[src/rtl/data_mem_access_ctrl.sv]
// data_mem_access_ctrl
// MEM-stage initiator for the data RAM port. Accepts one load/store request at a
// time, holds the RAM access for WAIT_STATES+1 cycles, then returns one aligned,
// extended response. Byte order is big-endian (addr[1:0]=0 -> bits [31:24], sel[3]).
// Optional feature macro: MEM_ALIGN_CHECK_EN (reject misaligned / reserved-size
// requests at acceptance with rsp_err=1 and no RAM access).
//
// state    | meaning
// ---------+-----------------------------------------------------------
// S_IDLE   | ready for a request, RAM outputs idle
// S_ACCESS | RAM access in progress, cnt counts held cycles
// S_RESP   | response presented, waiting for rsp_ready
module data_mem_access_ctrl #(
  parameter int ADDR_W      = 32,
  parameter int WAIT_STATES = 0,
  parameter int CNT_W       = 4
) (
  input  logic              clk,
  input  logic              rst,
  input  logic              req_valid,
  output logic              req_ready,
  input  logic              req_we,
  input  logic [1:0]        req_size,
  input  logic              req_signed,
  input  logic [ADDR_W-1:0] req_addr,
  input  logic [31:0]       req_wdata,
  output logic              rsp_valid,
  input  logic              rsp_ready,
  output logic [31:0]       rsp_rdata,
  output logic              rsp_err,
  output logic              ram_ce,
  output logic              ram_we,
  output logic [ADDR_W-1:0] ram_addr,
  output logic [3:0]        ram_sel,
  output logic [31:0]       ram_wdata,
  input  logic [31:0]       ram_rdata
);

  typedef enum logic [1:0] {
    S_IDLE   = 2'd0,
    S_ACCESS = 2'd1,
    S_RESP   = 2'd2
  } state_t;

  localparam logic [CNT_W-1:0] CNT_LAST = CNT_W'(WAIT_STATES);

  state_t            state_q, state_d;
  logic [CNT_W-1:0]  cnt_q;
  logic              lat_we;
  logic              lat_signed;
  logic [1:0]        lat_size;
  logic [ADDR_W-1:0] lat_addr;
  logic [31:0]       lat_wdata;
  logic [31:0]       rdata_q;
  logic              err_q;

  logic              req_err;
  logic              in_access;
  logic              access_done;
  logic [3:0]        sel_c;
  logic [31:0]       wdata_c;
  logic [31:0]       load_data;
  logic [7:0]        load_byte;
  logic [15:0]       load_half;

  // Alignment/reserved-size check on the live request, evaluated at acceptance.
  always_comb begin
`ifdef MEM_ALIGN_CHECK_EN
    req_err = (req_size == 2'b11) ||
              ((req_size == 2'b01) && req_addr[0]) ||
              ((req_size == 2'b10) && (req_addr[1:0] != 2'b00));
`else
    req_err = 1'b0;
`endif
  end

  assign in_access   = (state_q == S_ACCESS);
  assign access_done = in_access && (cnt_q == CNT_LAST);

  // State register; async reset drops any access in flight without a response.
  always_ff @(posedge clk or posedge rst) begin
    if (rst) state_q <= S_IDLE;
    else     state_q <= state_d;
  end

  // Next-state logic.
  always_comb begin
    state_d = state_q;
    case (state_q)
      S_IDLE:   if (req_valid) state_d = req_err ? S_RESP : S_ACCESS;
      S_ACCESS: if (access_done) state_d = S_RESP;
      S_RESP:   if (rsp_ready) state_d = S_IDLE;
      default:  state_d = S_IDLE;
    endcase
  end

  // Request latch, held-cycle counter and response registers.
  always_ff @(posedge clk or posedge rst) begin
    if (rst) begin
      cnt_q      <= '0;
      lat_we     <= 1'b0;
      lat_signed <= 1'b0;
      lat_size   <= 2'b00;
      lat_addr   <= '0;
      lat_wdata  <= '0;
      rdata_q    <= '0;
      err_q      <= 1'b0;
    end else begin
      case (state_q)
        S_IDLE: begin
          if (req_valid) begin
            cnt_q      <= '0;
            lat_we     <= req_we;
            lat_signed <= req_signed;
            lat_size   <= req_size;
            lat_addr   <= req_addr;
            lat_wdata  <= req_wdata;
            rdata_q    <= '0;
            err_q      <= req_err;
          end
        end
        S_ACCESS: begin
          cnt_q <= cnt_q + CNT_W'(1);
          if (access_done) begin
            rdata_q <= lat_we ? 32'h0 : load_data;
            err_q   <= 1'b0;
          end
        end
        S_RESP: begin
          if (rsp_ready) begin
            rdata_q <= '0;
            err_q   <= 1'b0;
          end
        end
        default: cnt_q <= '0;
      endcase
    end
  end

  // Byte-lane enables and lane-replicated store data from the latched request.
  // Without the alignment check, half ignores addr[0] and word/reserved ignore addr[1:0].
  always_comb begin
    sel_c   = 4'b1111;
    wdata_c = lat_wdata;
    case (lat_size)
      2'b00: begin
        sel_c   = 4'b1000 >> lat_addr[1:0];
        wdata_c = {4{lat_wdata[7:0]}};
      end
      2'b01: begin
        sel_c   = lat_addr[1] ? 4'b0011 : 4'b1100;
        wdata_c = {2{lat_wdata[15:0]}};
      end
      default: begin
        sel_c   = 4'b1111;
        wdata_c = lat_wdata;
      end
    endcase
  end

  // Load alignment: pick the addressed lane, move it to bit 0, then extend.
  always_comb begin
    load_byte = ram_rdata[31:24];
    case (lat_addr[1:0])
      2'd0:    load_byte = ram_rdata[31:24];
      2'd1:    load_byte = ram_rdata[23:16];
      2'd2:    load_byte = ram_rdata[15:8];
      default: load_byte = ram_rdata[7:0];
    endcase
    load_half = lat_addr[1] ? ram_rdata[15:0] : ram_rdata[31:16];
    case (lat_size)
      2'b00:   load_data = {{24{lat_signed & load_byte[7]}}, load_byte};
      2'b01:   load_data = {{16{lat_signed & load_half[15]}}, load_half};
      default: load_data = ram_rdata;
    endcase
  end

  assign req_ready = (state_q == S_IDLE);
  assign rsp_valid = (state_q == S_RESP);
  assign rsp_rdata = rdata_q;
  assign rsp_err   = err_q;

  assign ram_ce    = in_access;
  assign ram_we    = in_access & lat_we;
  assign ram_addr  = in_access ? {lat_addr[ADDR_W-1:2], 2'b00} : '0;
  assign ram_sel   = in_access ? sel_c : 4'b0000;
  assign ram_wdata = in_access ? wdata_c : 32'h0;

endmodule

[config.mk]
export PLATFORM = sky130hd
export DESIGN_NAME = data_mem_access_ctrl
export DESIGN_NICKNAME = d
export VERILOG_FILES = /design/src/rtl/data_mem_access_ctrl.sv
export SDC_FILE = /design/constraint.sdc
export NUM_CORES = 1
export LEC_CHECK = 0
export ABC_AREA = 1
export ABC_CLOCK_PERIOD_IN_PS = 9750
export BUFFER_PORTS_ARGS = -buffer_cell sky130_fd_sc_hd__buf_4
export CAP_MARGIN = 25
export CORE_ASPECT_RATIO = 0.6
export CORE_MARGIN = 5
export CORE_UTILIZATION = 45
export DETAILED_ROUTE_END_ITERATION = 6
export GPL_TIMING_DRIVEN = 0
export PLACE_DENSITY = 0.74
export SLEW_MARGIN = 20
export SYNTH_ARGS = -nofsm -noshare
export SYNTH_HDL_FRONTEND = slang
export SYNTH_SLANG_ARGS = --single-unit
[constraint.sdc]
create_clock -name clk -period 9.75 [get_ports clk]
set_input_delay 2.925 -clock clk [delete_from_list [all_inputs] [get_ports clk]]
set_output_delay 2.925 -clock clk [all_outputs]
set_load 0.01 [all_outputs]
==> results by group <==
Run status
  – Status: complete, no violations

Die
  – FP Rows: 31
  – Initial Util: 0.456
  – Die height: 95.3 µm
  – # IOs: 209
  – Die area: 14500 µm²
  – Total core area: 12000 µm²
  – Die width: 152 µm

Detailed routing
  – Residual DRC count: 0
  – ANT nets after route: 0
  – Drt pass-1 iters: 5
  – Avg WL per Cell: 16.5 µm
  – Via count: 5472
  – Vias per cell: 5.08
  – Drt total wl: 17800 µm
  – Initial DRC count: 343

Place
  – # port buffers: 205
  – Gpl congestion: 0.896
  – DP HPWL: 13900 µm

Clocking
  – Clock Latency Late Sink: 0.33 ns
  – CTS root buf: clkbuf_16
  – CTS tree: yes
  – Clock Pin Slew Worst Setup and Hold Paths: 0.06 ns
  – Post-cts gate resize count: 0
  – Postcts setup bufs: 0
  – Clk buf depth: 2
  – Clock sinks: 106
  – Hold_buf cts: 0
  – Total CTS buffers: 9
  – CTS HTree Levels: 3

Critical path
  – Crit path largest cell delay: 0.48 ns
  – CP arrival: 1.92 ns
  – Flop2flop setup slack: 8.10 ns
  – Worst path most repeated cell: buf_2
  – Critical R2R Launch: cnt_q[0]$_DFFE_PP0P_
  – Reg2reg path depth: 9
  – Critical Path Stages: 6
  – R2R Path End: rsp_rdata[9]$_DFFE_PP0P_
  – Crit-path leading delay family: buffers and inverters
  – Critical Path Fanout Max: 10
  – Critical Path End: ram_wdata[21]
  – Critical Path, Cell by Cell: inv_2, buf_2, buf_2, o21ai_0, a21oi_1, buf_4
  – CP Class: flop to primary output
  – Slowest-stage cell, CP: dfrtp_1
  – Critical path endpoint category: primary output
  – Worst Setup Start Kind: flop
  – CP startpoint: lat_size[1]$_DFFE_PP0P_
  – Req. time, crit path: 6.83 ns
  – Crit path buf inv count: 4

Finish
  – Nets: 1016
  – Area growth, synth to finish: 38.3%
  – Most frequent cells in the layout: buf_4 (209), nor2_1 (148), nand2_1 (111)
  – Antenna cells: 0
  – Most common cell after layout, fill and taps aside: buf_4
  – Layout cell share with drive strength beyond 1: 0.320

Yosys
  – Post-synthesis cell area: 5460 µm²
  – Distinct cells, synth: 34
  – Sequential area share after synthesis: 0.486
  – Post-synthesis register bit count: 106
  – Synthesized area per cell: 7.91 µm²
  – Yosys warnings: 0
  – Gate Count Post-Synth: 691

Hold path
  – Hold Path Class: flop to flop

Global routing
  – Grt met2 use: 0.358
  – Initial antenna violation count: 0
  – Vias in the first global route: 5350
  – Gr busiest metal: met2
  – Pin count of the biggest net entering global routing: 59
  – Grt total ovfl: 0
  – GR Util All Layers: 0.244
  – Met1 usage: 0.355
  – Met3 usage: 0.0880
  – First-pass GRT wire length: 28200 µm

Timing
  – Worst slew pin tran: 0.564 ns
  – Hold Fails Final Rpt: 0
  – Period utilization: 0.497
  – Tightest hold margin: 0.485 ns
  – Rel. slew slack: 0.623
  – Final setup viols: 0
  – Clock skew: 0.00740 ns
  – Setup TNS Final: 0 ns
  – Final Slew Violations: 0
  – Post-layout minimum cycle time: 4.84 ns
  – RSZ-0062 raised after global routing: no
  – Fmax achieved: 206 MHz

Power and ir drop
  – Max VDD drop: 0.000154 V
  – Leakage power: 0.00407 µW
  – PwrDens: 310 nW/µm²

Job
  – Max-Cap Viols: 0
worst reg2reg max path: cells and delay by family, from the launching register on:
kind          cells  cell delay [ns]
simple gates      6             0.57
flops             1             0.39
buf+inv           2             0.36
fa+ha+maj         1             0.22
Yosys cell counts (all sizes together):
master  instances  area share
mux2           17       0.035
nand4           1      0.0011
a21oi          85       0.078
conb            1     0.00069
a211oi          1      0.0014
inv            72       0.050
o21ai          37       0.034
nand3b          1      0.0014
o22ai          16       0.018
nand3          32       0.043
dfrtp         106        0.49
xnor2           1      0.0016
or2             7      0.0080
ha              2      0.0046
clkbuf          5      0.0034
nor3            2      0.0018
buf            37       0.041
nand2         115       0.082
o31ai           1      0.0014
nor2          152        0.11
where the power goes:
group / switching, µW / leakage (µW) / internal (µW)
logic: 751 / 0.00264 / 501
clock network: 157 / 0.000147 / 222
registers: 90.0 / 0.00128 / 619
total: 998 / 0.00407 / 1340
metrics by stage:
step                power [µW]  instances  setup slack [ns]  instance area [µm²]  utilization
floorplan                 1430        693              4.04                 5470            -
global placement          1930       1063              2.73                 7220        0.602
detailed placement        1960       1064              5.29                 7250        0.605
CTS                       2350       1078              4.89                 7550        0.630
global route              2510       1078              4.73                 7550        0.630
finish                    2340       1078              4.91                 7550        0.630
worst min-delay path by stage:
stage / slack (ns) / cells after the start / end / startpoint
after floorplan: 0.46 / 1 / lat_wdata[23]$_DFFE_PP0P_ / lat_wdata[23]$_DFFE_PP0P_
after global placement: 0.47 / 2 / rsp_rdata[0]$_DFFE_PP0P_ / rsp_rdata[0]$_DFFE_PP0P_
after detailed placement: 0.47 / 2 / rsp_rdata[7]$_DFFE_PP0P_ / rsp_rdata[7]$_DFFE_PP0P_
after CTS: 0.49 / 2 / rsp_rdata[19]$_DFFE_PP0P_ / rsp_rdata[19]$_DFFE_PP0P_
after global routing: 0.50 / 2 / rsp_rdata[14]$_DFFE_PP0P_ / rsp_rdata[14]$_DFFE_PP0P_
final: 0.48 / 2 / rsp_rdata[0]$_DFFE_PP0P_ / rsp_rdata[0]$_DFFE_PP0P_
registers in the layout (all words and copies together), names as in the netlist:
name,cells
cnt_q,4
lat_size,2
lat_signed,1
rsp_rdata,32
lat_wdata,32
lat_addr,32
lat_we,1
state_q,2
per-layer routing:
metal	routed length (µm)	vias to the layer above
met3	1870	17
met4	111	0
met1	8350	2571
met2	7480	253
li1	-	2631
met5	0	-
cell type report:
| type | count | area, µm² |
|---|---|---|
| fillers | 1084 | 4430 |
| flip-flops and latches | 106 | 2650 |
| multi-input cells | 473 | 2300 |
| repair buffers | 206 | 1570 |
| inverters | 72 | 278 |
| plain buffers | 42 | 243 |
| clock buffers | 9 | 225 |
| well taps | 165 | 206 |
| clock inverters | 5 | 81.3 |
kinds of logic after synthesis:
family / synth area share
and+or+nand+nor: 0.245
AOI/OAI and AO/OA: 0.133
buffers and inverters: 0.0944
DFF: 0.486
muxes: 0.0350
adders and majority gates: 0.00458
other: 0.000686
xor gates and xnor gates: 0.00160
Power figures use the tool's default switching activity.
